<file path="config.mk">
export PLATFORM = sky130hd
export DESIGN_NAME = alu_mc_handshake_flat
export DESIGN_NICKNAME = d
export VERILOG_FILES = /design/src/rtl/alu_mc_handshake_if.sv /design/src/rtl/alu_mc_handshake.sv /design/src/flat_wrapper.sv
export SDC_FILE = /design/constraint.sdc
export NUM_CORES = 1
export LEC_CHECK = 0
export ABC_AREA = 1
export BUFFER_PORTS_ARGS = -buffer_cell sky130_fd_sc_hd__buf_2
export CORE_MARGIN = 3
export CORE_UTILIZATION = 45
export DETAILED_ROUTE_END_ITERATION = 7
export PLACE_DENSITY_LB_ADDON = 0.25
export REMOVE_ABC_BUFFERS = 1
export SYNTH_ARGS = -nofsm -noshare
export SYNTH_HDL_FRONTEND = slang
export SYNTH_SLANG_ARGS = --single-unit
</file>
<file path="constraint.sdc">
create_clock -name clk -period 2.6 [get_ports clk]
set_input_delay 0.52 -clock clk [delete_from_list [all_inputs] [get_ports clk]]
set_output_delay 0.52 -clock clk [all_outputs]
set_load 0.01 [all_outputs]
</file>
<file path="src/rtl/alu_mc_handshake_if.sv">
// Handshake bundle between the EX-stage issue logic and the multi-cycle ALU.
// The slave side is the ALU. The master side is the upstream producer together with the downstream consumer.
interface alu_mc_handshake_if #(
  parameter int WIDTH = 16
);
  logic                 in_valid;
  logic                 in_ready;
  logic [WIDTH-1:0]     a;
  logic [WIDTH-1:0]     b;
  logic [2:0]           alu_ctrl;
  logic                 out_valid;
  logic                 out_ready;
  logic [2*WIDTH-1:0]   result;
  logic                 overflow;
  logic                 div_zero;

  modport slave (
    input  in_valid, a, b, alu_ctrl, out_ready,
    output in_ready, out_valid, result, overflow, div_zero
  );

  modport master (
    output in_valid, a, b, alu_ctrl, out_ready,
    input  in_ready, out_valid, result, overflow, div_zero
  );
endinterface

</file>
<file path="src/rtl/alu_mc_handshake.sv">
// Registered EX-stage ALU with valid/ready on both sides.
// Single-cycle ops are ADD, SUB, MOVE, SWAP, AND and OR.
// MUL (shift-add) and DIV (restoring) run iteratively, producing one bit per cycle.
//
//   state   | meaning
//   --------+-----------------------------------------------------------
//   ST_IDLE | empty, accepting a new op
//   ST_BUSY | MUL/DIV iterating, cnt_q counts completed iterations
//   ST_DONE | result held on outputs until the consumer takes it
module alu_mc_handshake #(
  parameter int WIDTH = 16
) (
  input  logic              clk,
  input  logic              reset,
  alu_mc_handshake_if.slave bus
);

  localparam int CW = (WIDTH > 1) ? $clog2(WIDTH) : 1;
  localparam logic [CW-1:0] CNT_LAST = CW'(WIDTH - 1);

  localparam logic [2:0] OP_ADD  = 3'b000;
  localparam logic [2:0] OP_SUB  = 3'b001;
  localparam logic [2:0] OP_MOVE = 3'b010;
  localparam logic [2:0] OP_SWAP = 3'b011;
  localparam logic [2:0] OP_AND  = 3'b100;
  localparam logic [2:0] OP_OR   = 3'b101;
  localparam logic [2:0] OP_MUL  = 3'b110;
  localparam logic [2:0] OP_DIV  = 3'b111;

  typedef enum logic [1:0] {
    ST_IDLE,
    ST_BUSY,
    ST_DONE
  } state_t;

  state_t               state_q, state_d;
  logic [CW-1:0]        cnt_q, cnt_d;
  // MUL: {partial product hi, remaining multiplier bits}; DIV: {remainder, dividend/quotient}
  logic [2*WIDTH-1:0]   work_q, work_d;
  // MUL: multiplicand; DIV: divisor
  logic [WIDTH-1:0]     opnd_q, opnd_d;
  logic                 is_div_q, is_div_d;
  logic                 dz_pend_q, dz_pend_d;
  logic [2*WIDTH-1:0]   result_q, result_d;
  logic                 overflow_q, overflow_d;
  logic                 div_zero_q, div_zero_d;

  logic                 accept;
  logic                 is_multi;
  logic [WIDTH-1:0]     sc_sum, sc_diff;
  logic [WIDTH-1:0]     sc_hi, sc_lo;
  logic                 sc_ovf;
  logic [WIDTH:0]       mul_sum;
  logic [2*WIDTH-1:0]   mul_next;
  logic                 div_ge;
  logic [WIDTH-1:0]     div_rem_sub;
  logic [2*WIDTH-1:0]   div_next;
  logic [2*WIDTH-1:0]   iter_next;

  assign bus.in_ready  = (state_q == ST_IDLE) | ((state_q == ST_DONE) & bus.out_ready);
  assign bus.out_valid = (state_q == ST_DONE);
  assign bus.result    = result_q;
  assign bus.overflow  = overflow_q;
  assign bus.div_zero  = div_zero_q;

  assign accept   = bus.in_valid & bus.in_ready;
  assign is_multi = (bus.alu_ctrl == OP_MUL) | (bus.alu_ctrl == OP_DIV);

  // Single-cycle result and signed overflow straight from the presented operands
  always_comb begin
    sc_hi   = '0;
    sc_lo   = '0;
    sc_ovf  = 1'b0;
    sc_sum  = bus.a + bus.b;
    sc_diff = bus.a - bus.b;
    case (bus.alu_ctrl)
      OP_ADD: begin
        sc_lo  = sc_sum;
        sc_ovf = (bus.a[WIDTH-1] == bus.b[WIDTH-1]) & (sc_sum[WIDTH-1] != bus.a[WIDTH-1]);
      end
      OP_SUB: begin
        sc_lo  = sc_diff;
        sc_ovf = (bus.a[WIDTH-1] != bus.b[WIDTH-1]) & (sc_diff[WIDTH-1] != bus.a[WIDTH-1]);
      end
      OP_MOVE: sc_lo = bus.b;
      OP_SWAP: begin
        sc_hi = bus.a;
        sc_lo = bus.b;
      end
      OP_AND:  sc_lo = bus.a & bus.b;
      OP_OR:   sc_lo = bus.a | bus.b;
      default: begin
        sc_hi  = '0;
        sc_lo  = '0;
        sc_ovf = 1'b0;
      end
    endcase
  end

  // One MUL/DIV iteration on the work register
  always_comb begin
    // Add the multiplicand into the high half when the multiplier LSB is set, then shift right.
    // The extra carry bit shifts into the top.
    mul_sum  = {1'b0, work_q[2*WIDTH-1:WIDTH]} + (work_q[0] ? {1'b0, opnd_q} : {(WIDTH+1){1'b0}});
    mul_next = {mul_sum, work_q[WIDTH-1:1]};
    // Shift the next dividend bit into the remainder and subtract the divisor if it fits.
    // A zero divisor always fits, so the quotient becomes all ones and the remainder becomes a.
    div_ge      = (work_q[2*WIDTH-1:WIDTH-1] >= {1'b0, opnd_q});
    div_rem_sub = work_q[2*WIDTH-2:WIDTH-1] - opnd_q;
    div_next    = div_ge ? {div_rem_sub, work_q[WIDTH-2:0], 1'b1}
                         : {work_q[2*WIDTH-2:WIDTH-1], work_q[WIDTH-2:0], 1'b0};
    iter_next   = is_div_q ? div_next : mul_next;
  end

  // Next-state and datapath-register update
  always_comb begin
    state_d    = state_q;
    cnt_d      = cnt_q;
    work_d     = work_q;
    opnd_d     = opnd_q;
    is_div_d   = is_div_q;
    dz_pend_d  = dz_pend_q;
    result_d   = result_q;
    overflow_d = overflow_q;
    div_zero_d = div_zero_q;
    case (state_q)
      ST_IDLE, ST_DONE: begin
        if ((state_q == ST_DONE) && bus.out_ready) begin
          state_d = ST_IDLE;
        end
        if (accept) begin
          if (is_multi) begin
            state_d  = ST_BUSY;
            cnt_d    = '0;
            is_div_d = (bus.alu_ctrl == OP_DIV);
            if (bus.alu_ctrl == OP_DIV) begin
              work_d    = {{WIDTH{1'b0}}, bus.a};
              opnd_d    = bus.b;
              dz_pend_d = (bus.b == '0);
            end else begin
              work_d    = {{WIDTH{1'b0}}, bus.b};
              opnd_d    = bus.a;
              dz_pend_d = 1'b0;
            end
          end else begin
            state_d    = ST_DONE;
            result_d   = {sc_hi, sc_lo};
            overflow_d = sc_ovf;
            div_zero_d = 1'b0;
          end
        end
      end
      ST_BUSY: begin
        work_d = iter_next;
        cnt_d  = cnt_q + CW'(1);
        if (cnt_q == CNT_LAST) begin
          state_d    = ST_DONE;
          cnt_d      = '0;
          result_d   = iter_next;
          overflow_d = 1'b0;
          div_zero_d = dz_pend_q;
        end
      end
      default: state_d = ST_IDLE;
    endcase
  end

  // State and datapath registers, synchronous reset discards any in-flight op
  always_ff @(posedge clk) begin
    if (reset) begin
      state_q    <= ST_IDLE;
      cnt_q      <= '0;
      work_q     <= '0;
      opnd_q     <= '0;
      is_div_q   <= 1'b0;
      dz_pend_q  <= 1'b0;
      result_q   <= '0;
      overflow_q <= 1'b0;
      div_zero_q <= 1'b0;
    end else begin
      state_q    <= state_d;
      cnt_q      <= cnt_d;
      work_q     <= work_d;
      opnd_q     <= opnd_d;
      is_div_q   <= is_div_d;
      dz_pend_q  <= dz_pend_d;
      result_q   <= result_d;
      overflow_q <= overflow_d;
      div_zero_q <= div_zero_d;
    end
  end

endmodule
</file>
<file path="src/flat_wrapper.sv">
// flat-port wrapper written by rule: the top's interface ports become plain ports
module alu_mc_handshake_flat 
#(
  parameter int WIDTH = 16
)
  (clk, reset, bus_in_valid, bus_a, bus_b, bus_alu_ctrl, bus_out_ready, bus_in_ready, bus_out_valid, bus_result, bus_overflow, bus_div_zero);
  alu_mc_handshake_if #(.WIDTH(WIDTH)) bus_i ();
  input  logic clk;
  input  logic reset;
  input wire logic [$bits(bus_i.in_valid)-1:0] bus_in_valid;
  input wire logic [$bits(bus_i.a)-1:0] bus_a;
  input wire logic [$bits(bus_i.b)-1:0] bus_b;
  input wire logic [$bits(bus_i.alu_ctrl)-1:0] bus_alu_ctrl;
  input wire logic [$bits(bus_i.out_ready)-1:0] bus_out_ready;
  output wire logic [$bits(bus_i.in_ready)-1:0] bus_in_ready;
  output wire logic [$bits(bus_i.out_valid)-1:0] bus_out_valid;
  output wire logic [$bits(bus_i.result)-1:0] bus_result;
  output wire logic [$bits(bus_i.overflow)-1:0] bus_overflow;
  output wire logic [$bits(bus_i.div_zero)-1:0] bus_div_zero;
  assign bus_i.in_valid = bus_in_valid;
  assign bus_i.a = bus_a;
  assign bus_i.b = bus_b;
  assign bus_i.alu_ctrl = bus_alu_ctrl;
  assign bus_i.out_ready = bus_out_ready;
  assign bus_in_ready = bus_i.in_ready;
  assign bus_out_valid = bus_i.out_valid;
  assign bus_result = bus_i.result;
  assign bus_overflow = bus_i.overflow;
  assign bus_div_zero = bus_i.div_zero;
  alu_mc_handshake #(.WIDTH(WIDTH)) u_core (.clk(clk), .reset(reset), .bus(bus_i));
endmodule
</file>
---- After elaboration in Yosys (flattened, before gate mapping) ----
Cells that the tools add are included.
word-level totals
  register bits after elaboration ......... 90
  input bits .............................. 39
  logic and storage cells ................. 86
operators by class
  add/sub/neg operators ................... 5
  magnitude comparators ................... 1
  equality and inequality tests ........... 19
  muxes and demuxes ....................... 33
  bitwise logic cells ..................... 8
  reductions and logical operators ........ 11
operators with widths
  kind                                                                     count
  32-bit 2-to-1 mux                                                        7
  32-bit one-hot mux with 2 select lines                                   2
  16-bit one-hot mux with 5 select lines                                   1
  16-bit 2-to-1 mux                                                        4
  16-bit subtractor                                                        2
  16-bit by 17-bit adder with 17-bit output                                1
  17-bit by 16-bit >= comparator with 1-bit output                         1
  16-bit adder                                                             1
  16-bit bitwise AND                                                       1
  16-bit zero test                                                         1
  16-bit bitwise OR                                                        1
  3-bit == test, second input constant                                     4
  4-bit 2-to-1 mux                                                         3
  2-bit 2-to-1 mux                                                         4
  4-bit one-hot mux with 2 select lines                                    1
  1-bit 2-to-1 mux                                                         7
  3-bit by 2-bit == test with 1-bit output, second input constant          2
  2-bit by 1-bit inequality test with 1-bit output, second input constant  3
  1-bit one-hot mux with 2 select lines                                    3
  3-bit AND reduction                                                      2
  4-bit by 1-bit adder with 4-bit output, second input constant            1
  1-bit bitwise AND                                                        4
  4-bit == test, second input constant                                     1
  2-bit one-hot mux with 2 select lines                                    1
  15 further kinds                                                         19

---- Logic depth before layout (Yosys ltp) ----
  depth after elaboration ................. 7
  gate-level depth with buffers ........... 20
  mapped depth without buffers ............ 18

---- Worst setup path before layout ----
No wires, ideal clock.
  path kind ............................... register to register
  start point ............................. reg u_core.work_q[0]
  end point ............................... reg u_core.work_q[31]
  library setup time ...................... 0.070 ns
  arrival time ............................ 2.296 ns
  slack ................................... 0.234 ns
  stages on the path, launching flop included .. 21
  path buffers ............................ 2
  clock period less this slack ............ 2.366 ns
  cell sequence ........................... dfxtp_1 > clkbuf_1 > clkbuf_1 > nand2_1 > inv_1 > ha_1 > fa_1 > nand2_1 > nand2_1 > nand2_1 > nand2_1 > inv_1 > o21ai_1 > nand2_1 > nand2_1 > nand2_1 > nand2_1 > nand2_1 > nand2_1 > nand2_1 > a21oi_1
between the ends
  word-level cells in the longest chain between the ends .. 4
RTL lines
  item                                       RTL line                 RTL
  start: declaration                         alu_mc_handshake.sv:39   logic [2*WIDTH-1:0] work_q, work_d;
  start signal: assignment                   alu_mc_handshake.sv:183  work_q <= work_d;
  16-bit 2-to-1 mux                          alu_mc_handshake.sv:104  mul_sum = {1'b0, work_q[2*WIDTH-1:WIDTH]} + (work_q[0] ? {1'b0, opnd_q} : {(WIDTH+1){1'b0}});
  16-bit by 17-bit adder with 17-bit output  alu_mc_handshake.sv:104
  32-bit 2-to-1 mux                          alu_mc_handshake.sv:112  iter_next = is_div_q ? div_next : mul_next;
  32-bit one-hot mux with 2 select lines     alu_mc_handshake.sv:126  case (state_q)
Every way passes these cells.
A chain may end at the register's enable or synchronous reset.

---- Final worst setup path ----
  start point ............................. reg u_core.opnd_q[2]
  end point ............................... reg u_core.work_q[26]
between the ends
  word-level cells in the longest chain between the ends .. 4
RTL lines
  item                                                                            RTL line                                          RTL
  start: declaration                                                              alu_mc_handshake.sv:41                            logic [WIDTH-1:0] opnd_q, opnd_d;
  start signal: assignment                                                        alu_mc_handshake.sv:184                           opnd_q <= opnd_d;
  16-bit 2-to-1 mux (tied with other cells)                                       alu_mc_handshake.sv:104
  16-bit by 17-bit adder with 17-bit output or 32-bit 2-to-1 mux (tied branches)  alu_mc_handshake.sv:104, alu_mc_handshake.sv:110
  32-bit 2-to-1 mux (*)                                                           alu_mc_handshake.sv:112
  32-bit one-hot mux with 2 select lines (*)                                      alu_mc_handshake.sv:126
Mark *: on every way between the ends. The rest lies on a longest branch, timed or not.

==> impl_metrics.env <==
export IMPL_core_area_um2=19100
export IMPL_cts_max_level=3
export IMPL_start_util_pct=46.7
export IMPL_fp_dieW_um=147
export IMPL_synth_edf_count=0
export IMPL_start_kind="register"
export IMPL_leakagePower_uw=0.00510
export IMPL_postCtsSetupBuffers=0
export IMPL_cts_made_buffers=9
export IMPL_hold_class="in2reg"
export IMPL_antenna_left=0
export IMPL_initialDrtViolationCount=861
export IMPL_critPathRequiredTime_ns=2.82
export IMPL_vias=10300
export IMPL_setup_viol=0
export IMPL_cts_tree="yes"
export IMPL_power_frac_seq_pct=34.5
export IMPL_clkTransAtPathRegs_ns=0.07
export IMPL_internal_power_uw=2730
export IMPL_setup_worst_path_end_class="register"
export IMPL_powerDensity_nw_per_um2=444
export IMPL_power_switching_uw=1780
export IMPL_whs_path_depth=4
export IMPL_syn_inst=1466
export IMPL_place_area_um2=9860
export IMPL_synth_seq_cells=90
export IMPL_clock_fmax_mhz=417
export IMPL_comb_power_share_pct=36.2
export IMPL_viasPerCell=5.65
export IMPL_clock_skew_ns=0.0113
export IMPL_drc=0
export IMPL_slew_viol_final=0
export IMPL_period_minus_slack_ns=2.40
export IMPL_nets=1686
export IMPL_dpl_hpwl_um=25200
export IMPL_antenna_cells=0
export IMPL_grt_max_degree=58
export IMPL_hold_ws_ns=0.462
export IMPL_io_pins=75
export IMPL_crit_arrival_ns=2.61
export IMPL_clockPowerShare_pct=29.2
export IMPL_syn_to_final_growth_pct=14.0
export IMPL_dr_pass1_iters=7
export IMPL_path_max_fanout=21
export IMPL_grt_pass1_vias=9710
export IMPL_clkSinkCount=90
export IMPL_rr_worst_depth=13
export IMPL_worstMarginPinSlew_ns=0.899
export IMPL_status="finished clean"
export IMPL_fp_dieH_um=147
export IMPL_design_area_um2=10200
export IMPL_yosys_warnings=0
export IMPL_postSynthAreaPerCell_um2=6.08
export IMPL_finalHoldViolations=0
export IMPL_finalPower_uw=4520
export IMPL_grt_pass1_wl_um=51400
export IMPL_drive_gt1_share_pct=13.4
export IMPL_yosysSeqAreaShare_pct=20.2
export IMPL_cap_violations=0
export IMPL_clock_latency_ns=0.35
export IMPL_antenna_found_initial=0
export IMPL_wl_per_cell_um=17.8
export IMPL_sw_frac_of_total_pct=39.5
export IMPL_cts_root_buf="clkbuf_16"
export IMPL_fin_tns_setup_ns=0
export IMPL_period_share_pct=92.1
export IMPL_gp_congestion=0.992
export IMPL_ys_flop_type="dfxtp_1"
export IMPL_clock_path_buffers=2
export IMPL_overflow=0
export IMPL_synthArstFlopShare_pct=0
export IMPL_setup_worst_path_class="reg2reg"
export IMPL_num_rows=50
export IMPL_port_buffer_count=74
export IMPL_wl_um=32500
export IMPL_synth_cell_type_count=47
export IMPL_syn_area_um2=8910
export IMPL_max_slew_margin_pct=40.0
export IMPL_rsz0062_at_grt="no"
export IMPL_design_die_area_um2=21500
export IMPL_vdd_drop_max_uv=277
export IMPL_track_usage_pct=29.3
-- final cells by class --
| type | instances | area, µm² |
|---|---|---|
| clock buffers | 10 | 239 |
| clock inverters | 6 | 55.1 |
| fillers | 2009 | 8920 |
| inverters | 194 | 731 |
| multi-input cells | 1120 | 6090 |
| flip-flops and latches | 90 | 1800 |
| well taps | 260 | 325 |
| repair buffers | 145 | 916 |
-- synth_stat cells, types with 4 or more instances --
cell type,instances,area [µm²]
ha_1,83,1040
a31oi_1,35,219
or2_2,4,25.0
buf_4,4,30.0
fa_1,4,80.1
nand2_1,378,1420
a221oi_1,4,35.0
o22ai_1,16,100
nand3b_1,6,45.0
inv_1,180,676
clkbuf_1,28,105
xnor2_1,6,52.6
o21bai_1,7,52.6
a21oi_1,156,781
buf_2,26,130
and2_1,5,31.3
dfxtp_1,90,1800
nor2_4,7,78.8
nor2_1,89,334
o21ai_1,9,45.0
nand4_1,20,125
xor2_1,10,87.6
inv_2,13,48.8
nand2_2,4,25.0
nor3_1,10,50.1
o21ai_0,100,500
o221a_2,5,56.3
nand3_1,139,696
-- power by group through the flow --
stage	clock (µW)	combinational, µW	sequential (µW)
2_1_floorplan	0	968	1600
3_3_place_gp	0	1600	1590
3_5_place_dp	0	1600	1580
4_1_cts	1320	1610	1550
5_1_grt	1380	1810	1570
6_report	1320	1640	1560
-- stage by stage --
| stage | worst slack, ns | utilization, % | cells |
|---|---|---|---|
| floorplan | 0.324 | - | 1404 |
| global placement | -0.0244 | 51.7 | 1809 |
| detailed placement | -0.0651 | 51.7 | 1809 |
| CTS | 0.161 | 53.2 | 1825 |
| global route | 0.00628 | 53.3 | 1825 |
| finish | 0.205 | 53.3 | 1825 |
-- layer usage --
layer	vias up	global-route usage [%]	part of all wire [%]
met5	-	0	0
met3	74	3.21	6.8
li1	5073	-	-
met1	4725	39.2	43
met2	446	49.2	47
met4	0	10.2	3.3
-- kinds of logic (layout without fill, tap and decap cells) --
| group | Yosys count | in the layout | synth area share, % |
|---|---|---|---|
| buffers and inverters | 256 | 355 | 11.5 |
| AO/OA/AOI/OAI | 344 | 344 | 21.3 |
| XOR/XNOR | 16 | 16 | 1.57 |
| AND/OR/NAND/NOR | 673 | 673 | 32.9 |
| adder cells (fa/ha/maj) | 87 | 87 | 12.5 |
| flip-flops | 90 | 90 | 20.2 |
-- state kept, by name (all words and copies together) (netlist names) --
| name | flops |
|---|---|
| u_core.dz_pend_q | 1 |
| u_core.state_q | 2 |
| u_core.work_q | 32 |
| u_core.is_div_q | 1 |
| u_core.bus.result | 32 |
| u_core.bus.div_zero | 1 |
| u_core.bus.overflow | 1 |
| u_core.opnd_q | 16 |
| u_core.cnt_q | 4 |
-- repair_timing --
item                       CTS  global route
gates resized for setup      0             3
setup endpoints to repair    0            11
hold buffers                 0             0
-- worst max-delay path: stages (launching register included) --
cell     delay [ns]
dfxtp_1        0.37
inv_1          0.06
ha_1           0.39
nand2_1        0.14
nor2_1         0.17
nand3_1        0.11
nand3_2        0.15
nand2_4        0.10
nand2_4        0.24
nand3_1        0.16
nand3_1        0.14
nand2_1        0.07
nand2_1        0.09
a21oi_1        0.07
-- worst paths after layout --
check                                                 startpoint                               end  slack (ns)
worst max-delay path               u_core.opnd_q[2]$_SDFFE_PP0P_    u_core.work_q[26]$_SDFFE_PP0P_        0.20
worst min-delay path                               bus_out_ready    u_core.state_q[1]$_SDFFE_PP0P_        0.46
worst max register to register     u_core.opnd_q[2]$_SDFFE_PP0P_    u_core.work_q[26]$_SDFFE_PP0P_        0.20
worst min register to register  u_core.bus.div_zero$_SDFFE_PP0P_  u_core.bus.div_zero$_SDFFE_PP0P_        0.46
-- placed cells by master (no fill, tap or decap), types with 8 or more instances in the layout --
master / synthesis / layout
buf_2: 26 / 74
buf_4: 4 / 70
nor2_1: 89 / 89
ha_1: 83 / 83
dfxtp_1: 90 / 90
xor2_1: 10 / 10
o21ai_1: 9 / 8
o22ai_1: 16 / 16
nand3_1: 139 / 139
nand4_1: 20 / 20
a21oi_1: 156 / 156
a31oi_1: 35 / 35
inv_1: 180 / 180
clkbuf_16: 0 / 9
nand2_1: 378 / 378
nor3_1: 10 / 10
o21ai_0: 100 / 100
inv_2: 13 / 12
Power figures use the tool's default switching activity.
